`config.mk`:
```
export PLATFORM = sky130hd
export DESIGN_NAME = mips_instr_encoder
export DESIGN_NICKNAME = d
export VERILOG_FILES = /design/src/rtl/mips_instr_encoder.sv
export SDC_FILE = /design/constraint.sdc
export NUM_CORES = 1
export LEC_CHECK = 0
export BUFFER_PORTS_ARGS = -buffer_cell sky130_fd_sc_hd__buf_2
export CORE_ASPECT_RATIO = 0.5
export CORE_UTILIZATION = 40
export DETAILED_ROUTE_END_ITERATION = 10
export GPL_TIMING_DRIVEN = 1
export PLACE_DENSITY = 0.72
export SLEW_MARGIN = 20
export SYNTH_ARGS = -nofsm -noshare
export SYNTH_HDL_FRONTEND = slang
export SYNTH_SLANG_ARGS = --single-unit
```
`constraint.sdc`:
```
create_clock -name clk -period 3.2 [get_ports clk]
set_input_delay 0.32 -clock clk [delete_from_list [all_inputs] [get_ports clk]]
set_output_delay 0.32 -clock clk [all_outputs]
set_load 0.005 [all_outputs]
```
`src/rtl/mips_instr_encoder.sv`:
```
// MIPS instruction encoder / program loader with sequential imem writes.
// Optional ZERO_DEST_CHECK_EN rejects writes whose destination is $zero.
module mips_instr_encoder #(
  parameter int ADDR_W = 6,
  parameter int DEPTH  = 64
) (
  input  logic              clk,
  input  logic              reset,
  input  logic              clear,
  input  logic              in_valid,
  output logic              in_ready,
  input  logic [3:0]        op_sel,
  input  logic [4:0]        rs,
  input  logic [4:0]        rt,
  input  logic [4:0]        rd,
  input  logic [15:0]       imm,
  input  logic [25:0]       target,
  output logic              instr_we,
  output logic [ADDR_W-1:0] instr_addr,
  output logic [31:0]       instr_word,
  output logic              full,
  output logic              illegal
);

  typedef enum logic [1:0] {
    S_IDLE,
    S_ENCODE,
    S_WRITE,
    S_FULL
  } state_t;

  localparam logic [ADDR_W-1:0] LAST = ADDR_W'(DEPTH - 1);

  state_t      state;
  state_t      nxt;
  logic        hs;
  logic        legal;
  logic [5:0]  fn;
  logic [5:0]  opc;
  logic [31:0] enc;

  assign hs = in_valid & in_ready;

  always_comb begin
    fn  = 6'h00;
    opc = 6'h00;
    enc = 32'h0;
    case (op_sel)
      4'd0: fn  = 6'h20;
      4'd1: fn  = 6'h22;
      4'd2: fn  = 6'h24;
      4'd3: fn  = 6'h25;
      4'd4: fn  = 6'h2a;
      4'd5: opc = 6'h23;
      4'd6: opc = 6'h2b;
      4'd7: opc = 6'h04;
      4'd8: opc = 6'h08;
      4'd9: opc = 6'h02;
      default: ;
    endcase
    if (op_sel <= 4'd4)
      enc = {6'h00, rs, rt, rd, 5'b0, fn};
    else if (op_sel == 4'd9)
      enc = {opc, target};
    else
      enc = {opc, rs, rt, imm};
  end

  always_comb begin
    legal = (op_sel <= 4'd9);
`ifdef ZERO_DEST_CHECK_EN
    if (op_sel <= 4'd4 && rd == 5'd0)
      legal = 1'b0;
    if ((op_sel == 4'd5 || op_sel == 4'd8) && rt == 5'd0)
      legal = 1'b0;
`endif
  end

  always_comb begin
    nxt = state;
    case (state)
      S_IDLE:   if (hs && legal) nxt = S_ENCODE;
      S_ENCODE: nxt = S_WRITE;
      S_WRITE:  nxt = (instr_addr == LAST) ? S_FULL : S_IDLE;
      S_FULL:   nxt = S_FULL;
      default:  nxt = S_IDLE;
    endcase
    if (clear) nxt = S_IDLE;
  end

  always_ff @(posedge clk or posedge reset) begin
    if (reset) begin
      state      <= S_IDLE;
      instr_addr <= '0;
      instr_word <= 32'h0;
      illegal    <= 1'b0;
    end else begin
      state <= nxt;
      if (clear) begin
        instr_addr <= '0;
        illegal    <= 1'b0;
      end else begin
        if (state == S_IDLE && hs && !legal)
          illegal <= 1'b1;
        if (state == S_IDLE && hs && legal)
          instr_word <= enc;
        if (state == S_WRITE && instr_addr != LAST)
          instr_addr <= instr_addr + 1'b1;
      end
    end
  end

  // clear during ENCODE drops the in-flight word
  assign instr_we = (state == S_ENCODE) && !clear;
  assign in_ready = (state == S_IDLE);
  assign full     = (state == S_FULL);

endmodule

```
== Word-level counts from Yosys, hierarchy flattened ==
Cells that the tools add are included.
Operators by class
  eq/ne operators: 15
  mux-type cells: 12
  $add $sub $neg: 1
  bitwise gates (word level): 2
  magnitude comparators: 2
  reduce and logical (&&, ||, !) cells: 13
Operators by type and width (count)
  6-bit one-hot mux with 5 select lines: 2
  32-bit 2-to-1 mux: 1
  26-bit 2-to-1 mux: 1
  4-bit by 3-bit == test with 1-bit output, second input constant: 4
  6-bit 2-to-1 mux: 2
  4-bit by 2-bit == test with 1-bit output, second input constant: 2
  4-bit == test, second input constant: 2
  2-bit one-hot mux with 4 select lines: 1
  6-bit by 1-bit adder with 6-bit output, second input constant: 1
  6-bit == test, second input constant: 1
  1-bit logical AND: 6
  2-bit 2-to-1 mux: 3
  6-bit != test, second input constant: 1
  2-bit == test, second input constant: 2
  4-bit by 1-bit == test with 1-bit output, second input constant: 1
  4-bit by 3-bit <= comparator with 1-bit output, second input constant: 1
  4-bit <= comparator, second input constant: 1
  4-bit logical NOT: 1
  2-bit nonzero test: 2
  3-bit by 2-bit != test with 1-bit output, second input constant: 1
  2-bit by 1-bit == test with 1-bit output, second input constant: 1
  1-bit logical NOT: 2
  2-bit logical NOT: 1
  1-bit 2-to-1 mux: 2
  3 further kinds: 3
Word-level totals
  bits of input ports: 65
  output and inout bits: 42
  logic and storage cells: 49
  bits in registers: 41

== Logic depth before layout (Yosys ltp) ==
Gate-level depths: netlist (run 1).
  depth in word-level cells: 6
  mapped depth: 7
  depth with buffers taken out: 5

== Worst setup path before layout (run 1) ==
OpenSTA, ideal clock, no wires.
  path type: input to register
  start point: in op_sel[2]
  end point: reg instr_word[5]
  setup slack: 1.834 ns
  data required time: 3.136 ns
  stages on the path: 6
  arrival: 1.302 ns
  path buffers: 2
  cell sequence: buf_6 > o21a_4 > or2_0 > buf_6 > a221oi_2 > a21o_1
Between the ends
  word-level cells in the longest chain between the ends: 3
  elaborated cells on any way between the ends: 13
Ends and longest elaborated chain
  from (decl): line 12  | input logic [3:0] op_sel,
  4-bit <= comparator, or another cell as far along: line 70  | legal = (op_sel <= 4'd9);
  1-bit logical AND, or another cell as far along: line 105  | if (state == S_IDLE && hs && legal)
  2-bit AND reduction (no source line) / 32-bit 2-to-1 mux (equally long branches)
  to (signal assigned): line 106  | instr_word <= enc;
  to (decl): line 20  | output logic [31:0] instr_word,
Parallel ways exist; a longest one is shown, timed or not.
A chain may end at the register's enable or synchronous reset.

== Worst setup path in the final report (run 1) ==
  start point: in op_sel[3]
  end point: reg instr_word[6]
Between the ends
  word-level cells in the longest chain between the ends: 3
  elaborated cells on any way between the ends: 7
Ends and longest elaborated chain (line)
  4-bit <= comparator / 4-bit == test (equally long branches): 70, 63
  1-bit logical AND / 26-bit 2-to-1 mux (equally long branches): 105, 63
  2-bit AND reduction (no source line) / 32-bit 2-to-1 mux (equally long branches)
Parallel ways exist; a longest one is shown, timed or not.

==> Flow_metrics.wiki, run 1 <==
{| class="wikitable"
! Metric !! Value
|-
| Min-delay worst type || input port to async pin
|-
| Maximum number of pins on one net before global-route repair || 61
|-
| Required time at the worst-slack endpoint || 3.40 ns
|-
| Net Count, Synth || 316
|-
| Standard-cell rows || 19
|-
| Type of the worst setup path || input port to register
|-
| CP cell instances || buf_2, nor2b_2, or2_0, a22oi_1, o21ai_0
|-
| RSZ-0062 raised after global routing || false
|-
| Clk Tree Root Cell || clkbuf_16
|-
| Resized cells post-CTS || 0
|-
| Slowest cell on the critical path || or2_0
|-
| Syn avg cell area || just over 9 um^2
|-
| Routability congestion estimate || 0.7963
|-
| Die Span Y || 55.66 um
|-
| GRT Util Overall || 20.06%
|-
| Routed wirelength normalized by instance count || 13.77 um
|-
| Net switching power figure || 0.3836 mW
|-
| Worst rel slew slack || around half
|-
| FFs w/ async S/R, synth || 100.0%
|-
| GRT overflow || 0
|-
| Initial antenna violation count || 0
|-
| Crit. End Element || register
|-
| Num CTS Buffers || 5
|-
| Flip-flop cell with the highest count after synthesis || dfrtp_1
|-
| Sw frac || a little over a quarter
|-
| Final WL || 5730 um
|-
| Vias in the first global route || a little over 2000
|-
| Global-route wire length before repair || 9556 um
|-
| Synthesized netlist cell count || 250
|-
| Total inserted antenna cells || 0
|-
| Number of nets with antenna violations after routing || 0
|-
| Violation count after the first detailed-routing iteration || between 100 and 150
|-
| Hold Fails Final Rpt || 0
|-
| Setup bufs post-CTS || 0
|-
| Final Skew || between 0.004 and 0.005 ns
|-
| Remaining design rule violation count || 0
|-
| Sequential cell area fraction in the yosys report || between 40% and 50%
|-
| Growth of design area from synthesis to finish || 28.73%
|-
| Number of top-level pins || about 110
|-
| Synth area leaders || dfrtp_1, mux2i_1, nand2_1
|-
| Share of post-route cells with drive strength above 1 || 35.86%
|-
| Die span in x || 109.3 um
|-
| Post-route minimum period || 1.621 ns
|-
| Number of setup violations in the final report || 0
|-
| Via count || ~2200
|-
| Maximum frequency from static timing analysis || 616.7 MHz
|-
| Floorplan die area || 0.006085 mm^2
|-
| Clock buffer depth || 2
|-
| Power after layout || 1.414 mW
|-
| Clock tree from TritonCTS || yes
|-
| Transition time at the pin with the least slew margin || between 0.7 and 0.8 ns
|-
| Longest individual stage delay on the worst path || 0.42 ns
|-
| Sink count of the clock tree || 39
|-
| Detailed Routing Iterations Pass 1 || 4
|-
| Combinational share of power || a little over a fifth
|-
| Final-layout fill cell count || about 540
|-
| Insertion delay to the later sink of the worst-skew pair || 0.28 ns
|-
| Final net count || 409
|-
| Crit path arrival time || roughly 1.8 ns
|-
| Total of max-cap violations || 0
|-
| Post-synthesis cell type with the largest combined area || dfrtp_1
|-
| Count of buffers from port buffering || 105
|-
| Cts-stage hold buffer count || 0
|-
| Most frequent cells after synthesis || dfrtp_1, nand2_1, o21ai_0, o21ai_1
|-
| Internal power || ~1.0 mW
|-
| Leakage power || roughly 1.5 nW
|-
| Power density over the cells || approximately 480 mW/mm^2
|-
| Clock-pin slew on the worst setup and hold paths || 0.06 ns
|-
| Via/cell ratio || 5.240
|-
| Total standard cell area after synthesis || 0.002303 mm^2
|-
| Seq pwr share || 43.5%
|-
| Slew Limit Fails || 0
|-
| Setup TNS || 0 ns
|-
| Status || complete, no violations
|-
| EDFF count, synth || 0
|-
| Clock group share of total power || roughly a third
|-
| Max rail drop VDD || 0.2201 mV
|-
| Starting utilization of the core area || roughly two fifths
|-
| Crit path buf inv count || 1
|-
| Family with the most delay on the worst path || simple AND/OR/NAND/NOR gates
|-
| Count of state elements after synthesis || 39
|-
| HPWL after detailed placement || ~4200 um
|-
| Core Region || 0.005515 mm^2
|-
| Critical Path Start Type || input port
|-
| Htree depth || 2
|-
| Ratio of final minimum period to clock period || 50.67%
|-
| Biggest fanout along the worst timing path || 24
|-
| Number of library cell types mapped by synthesis || 51
|-
| Top cell type's share of synthesized area || 42.37%
|-
| Yosys warnings || 0
|-
| Most repeated cell in the gate-level netlist after synthesis || dfrtp_1
|}
==> per-stage QoR <==
step	instances	hold WS [ns]	area, um^2	util [%]	worst slack [ns]
after floorplan	250	0.4624	2303	-	1.834
after global placement	409	0.4599	2821	51.16	1.359
after detailed placement	409	0.4672	2821	51.16	1.307
after CTS	416	0.2028	2965	53.77	1.606
after global routing	416	0.2587	2965	53.77	1.415
final	416	0.1695	2965	53.77	1.579
==> cell usage in the layout, fill, tap and decap left out, types with 6 or more instances in the layout <==
cell type	instances
a21oi_1	11
a31oi_1	6
and2_1	6
o21ai_0	21
a21o_1	7
inv_1	7
a22oi_1	6
a22o_1	8
buf_2	105
mux2i_1	11
o21ai_1	15
nor2_1	9
dfrtp_1	39
nand2_1	28
==> logic make-up (layout without fill, tap and decap cells) <==
logic type	after synthesis	count (layout)	share of synthesized area [%]
simple gates	74	74	18.03
flops	39	39	42.37
fa+ha+maj	2	2	1.032
xor+xnor	5	5	1.901
mux	11	11	4.780
other cells	1	1	0.1628
compound gates	89	89	25.10
buf+inv	29	122	6.627
==> power by group through the flow <==
stage | logic, mW | clock network, mW | registers [mW]
floorplan | 0.160 | 0 | 0.628
global placement | 0.306 | 0 | 0.622
detailed placement | 0.313 | 0 | 0.625
CTS | 0.314 | 0.504 | 0.617
global route | 0.348 | 0.521 | 0.626
finish | 0.309 | 0.490 | 0.615
==> routing by layer <==
| layer | vias to the layer above | share of wire [%] | GRT usage (%) |
|---|---|---|---|
| met3 | 6 | 4.8 | 4.567 |
| met5 | - | 0 | 0 |
| met4 | 0 | 1.2 | 6.476 |
| met1 | 1027 | 47 | 26.76 |
| met2 | 52 | 47 | 32.35 |
| li1 | 1095 | - | - |
==> area by class of cell <==
class | instances | area (um^2) | area share (%)
Inverter | 7 | 26.28 | 0.8861
Multi-Input combinational cell | 182 | 1180 | 39.79
Tap cell | 73 | 91.34 | 3.080
Clock inverter | 1 | 5.005 | 0.1688
Sequential cell | 39 | 975.9 | 32.91
Timing Repair Buffer | 108 | 548.0 | 18.48
Clock buffer | 6 | 138.9 | 4.684
==> flip-flops by register name, indices dropped and copies added, names as in the netlist <==
register / count
state: 2
instr_word: 30
instr_addr: 6
illegal: 1
==> worst paths after layout <==
| path | depth (start not counted) | slack [ns] | end | start |
|---|---|---|---|---|
| max in group asynchronous | 3 | 2.28 | instr_word[15]$_DFFE_PP0P_ | reset |
| min in group clk | 3 | 0.31 | instr_word[20]$_DFFE_PP0P_ | rt[4] |
| setup reg to reg | 5 | 1.67 | instr_word[29]$_DFFE_PP0P_ | state[1]$_DFFE_PP0P_ |
| hold reg to reg | 2 | 0.47 | instr_word[27]$_DFFE_PP0P_ | instr_word[27]$_DFFE_PP0P_ |
| hold / removal | 2 | 0.17 | instr_word[17]$_DFFE_PP0P_ | reset |
| setup / recovery | 5 | 1.58 | instr_word[6]$_DFFE_PP0P_ | op_sel[3] |
Note: power is estimated with default switching activity, not from simulation.
==> inputs of run 2 (changes only) <==
- clock period: 3.2 -> 1.5 ns (I/O delays scaled with it)
==> run 2 against run 1 <==
Effect of this change: the flow now finishes with violations (hold timing); clock skew is 0.0016 ns lower; critical path depth stayed put; register-to-register slack lost 1.5 ns.
==> Flow_metrics.wiki, run 2 (synthesized netlist as in run 1, its figures left out) <==
{| class="wikitable"
! Metric !! Value
|-
| Number of setup violations in the final report || 0 (unchanged)
|-
| Die span in x || 109.3 um (unchanged)
|-
| Clk Tree Root Cell || clkbuf_16 (unchanged)
|-
| Maximum frequency from static timing analysis || 746.9 MHz
|-
| Combined flip-flop and latch cell area || 975.9 um^2 (unchanged)
|-
| GRT overflow || 0 (unchanged)
|-
| Min-delay worst type || input port to async pin (unchanged)
|-
| Final net count || 421 (was 409)
|-
| Total inserted antenna cells || 0 (unchanged)
|-
| Routed wirelength normalized by instance count || 13.72 um (was 13.77 um)
|-
| Count of buffers from port buffering || 105 (unchanged)
|-
| Clock tree from TritonCTS || yes (unchanged)
|-
| Starting utilization of the core area || 41.76% (unchanged)
|-
| Cells after DPL || 421 (was 409)
|-
| Type of the worst setup path || register to register (was input port to register)
|-
| Net switching power figure || 0.8346 mW (was 0.3836 mW)
|-
| Top register by number of flip-flops || instr_word (unchanged)
|-
| Post-route minimum period || 1.339 ns
|-
| Via/cell ratio || 5.301 (was 5.240)
|-
| Final core area utilization || 55.58% (was 53.77%)
|-
| Number of top-level pins || 107 (unchanged)
|-
| Htree depth || 2 (unchanged)
|-
| Violation count after the first detailed-routing iteration || 137 (was 109)
|-
| Total of max-cap violations || 0 (unchanged)
|-
| Hold Slack || -0.01489 ns (was 0.1695 ns)
|-
| Setup TNS || 0 ns (unchanged)
|-
| Hold Fails Final Rpt || 24 (was 0)
|-
| Insertion delay to the later sink of the worst-skew pair || 0.28 ns (about the same)
|-
| Crit. End Element || register (unchanged)
|-
| Setup bufs post-CTS || 0 (unchanged)
|-
| Most common cell after layout, fill and taps aside || buf_2 (unchanged)
|-
| Combinational share of power || 23.0% (was 21.9%)
|-
| Number of nets with antenna violations after routing || 0 (unchanged)
|-
| Final-layout fill cell count || 481 (was 539)
|-
| Seq pwr share || 43.4% (was 43.5%)
|-
| Biggest fanout along the worst timing path || 10 (was 24)
|-
| Sink count of the clock tree || 39 (unchanged)
|-
| RSZ-0062 raised after global routing || false (unchanged)
|-
| Power density over the cells || 985.9 mW/mm^2 (was 476.9 mW/mm^2)
|-
| Die Span Y || 55.66 um (unchanged)
|-
| Crit path arrival time || 1.56 ns (was 1.82 ns)
|-
| Highest-count cells in the layout ignoring fill and taps || buf_2, dfrtp_1, nand2_1, o21ai_0, o21ai_1 (unchanged)
|-
| Critical Path Start Type || register (was input port)
|-
| Status || complete, but fails checks (was complete, no violations)
|-
| Final WL || 5884 um (was 5730 um)
|-
| Ratio of final minimum period to clock period || 89.26%
|-
| Core Region || 0.005515 mm^2 (unchanged)
|-
| Share of post-route cells with drive strength above 1 || 37.92% (was 35.86%)
|-
| Violated checks || hold timing
|-
| Maximum number of pins on one net before global-route repair || 40 (was 61)
|-
| Standard-cell rows || 19 (unchanged)
|-
| Biggest regs || instr_word x30, instr_addr x6, state x2 (unchanged)
|-
| Clock group share of total power || 33.7% (was 34.7%)
|-
| Smallest setup slack after layout || 0.1611 ns (was 1.579 ns)
|-
| Number of flip-flops in the largest register || 30 (unchanged)
|-
| Final Skew || 0.003096 ns (was 0.004691 ns)
|-
| Leakage power || 1.535 nW (was 1.480 nW)
|-
| Initial antenna violation count || 0 (unchanged)
|-
| Routability congestion estimate || 0.8515 (was 0.7963)
|-
| Detailed Routing Iterations Pass 1 || 5 (was 4)
|-
| Slew Limit Fails || 0 (unchanged)
|-
| Num CTS Buffers || 5 (unchanged)
|-
| Clock-pin slew on the worst setup and hold paths || 0.06 ns (about the same)
|-
| Remaining design rule violation count || 0 (unchanged)
|-
| HPWL after detailed placement || 4341 um (was 4227 um)
|-
| Pre-CTS WS || 0.01686 ns (was 1.307 ns)
|-
| Clock buffer depth || 2 (unchanged)
|-
| Via count || 2274 (was 2180)
|-
| Final non-filler cell total || 429 (was 416)
|-
| Floorplan die area || 0.006085 mm^2 (unchanged)
|-
| Required time at the worst-slack endpoint || 1.72 ns (was 3.40 ns)
|-
| Sw frac || 27.62% (was 27.13%)
|-
| Global-route wire length before repair || 9687 um (was 9556 um)
|-
| Area of combinational cells with multiple inputs || 0.001184 mm^2 (was 0.001180 mm^2)
|-
| Vias in the first global route || 2122 (was 2015)
|-
| GRT Util Overall || 20.44% (was 20.06%)
|-
| Internal power || 2.188 mW (was 1.031 mW)
|-
| Max rail drop VDD || 0.5015 mV (was 0.2201 mV)
|-
| Growth of design area from synthesis to finish || 33.08% (was 28.73%)
|}
==> run 2: cell count changes in the layout (fill, tap and decap cells not counted), sizes merged <==
cell    delta
buf       +12
clkbuf     +1
==> run 2: metal layers <==
layer / vias to the layer above / GRT usage, % / wire [um]
met1: 1100 / 26.17 / 2631
met2: 52 / 34.68 / 2980
met5: - / 0 / 0
met4: 0 / 6.095 / 44
met3: 5 / 4.450 / 227
li1: 1117 / - / -
==> run 2: what timing repair did <==
action,CTS,global route
setup endpoints to repair,0,2
hold buffers,0,0
resized for setup,0,2
==> run 2: final cells by class <==
type | instances | area share [%]
multi-input cells | 182 | 38.61
flip-flops and latches | 39 | 31.84
repair buffers | 120 | 21.22
clock buffers | 7 | 4.327
well taps | 73 | 2.980
inverters | 7 | 0.8571
clock inverters | 1 | 0.1633
==> run 2: power groups by stage <==
stage | sequential [mW] | clock, mW | combinational [mW]
after CTS | 1.31 | 1.05 | 0.703
after global placement | 1.32 | 0 | 0.680
after global routing | 1.33 | 1.09 | 0.785
after detailed placement | 1.33 | 0 | 0.696
final | 1.31 | 1.02 | 0.694
after floorplan | 1.34 | 0 | 0.342
==> run 2: final timing paths <==
path | end | cells past startpoint | slack [ns] | from
worst min-delay path | instr_word[22]$_DFFE_PP0P_ | 3 | -0.01 | reset
max in group asynchronous | instr_word[25]$_DFFE_PP0P_ | 3 | 1.17 | reset
worst min register to register | instr_word[4]$_DFFE_PP0P_ | 2 | 0.48 | instr_word[4]$_DFFE_PP0P_
worst max-delay path | instr_word[29]$_DFFE_PP0P_ | 5 | 0.16 | state[0]$_DFFE_PP0P_
min in group clk | instr_word[20]$_DFFE_PP0P_ | 3 | 0.14 | rt[4]
worst max register to register | instr_word[29]$_DFFE_PP0P_ | 5 | 0.16 | state[0]$_DFFE_PP0P_
==> run 2: critical path, stage by stage, from the launching register on <==
cell,delay [ns]
dfrtp_1,0.43
nor2_2,0.13
nand4b_1,0.16
buf_4,0.21
a211oi_1,0.23
a21o_1,0.11
==> run 2: metrics by stage <==
stage,power [mW],cell area (um^2)
global placement,2.003,2924
finish,3.022,3065
detailed placement,2.026,2924
global route,3.204,3065
CTS,3.066,3062
floorplan,1.683,2303
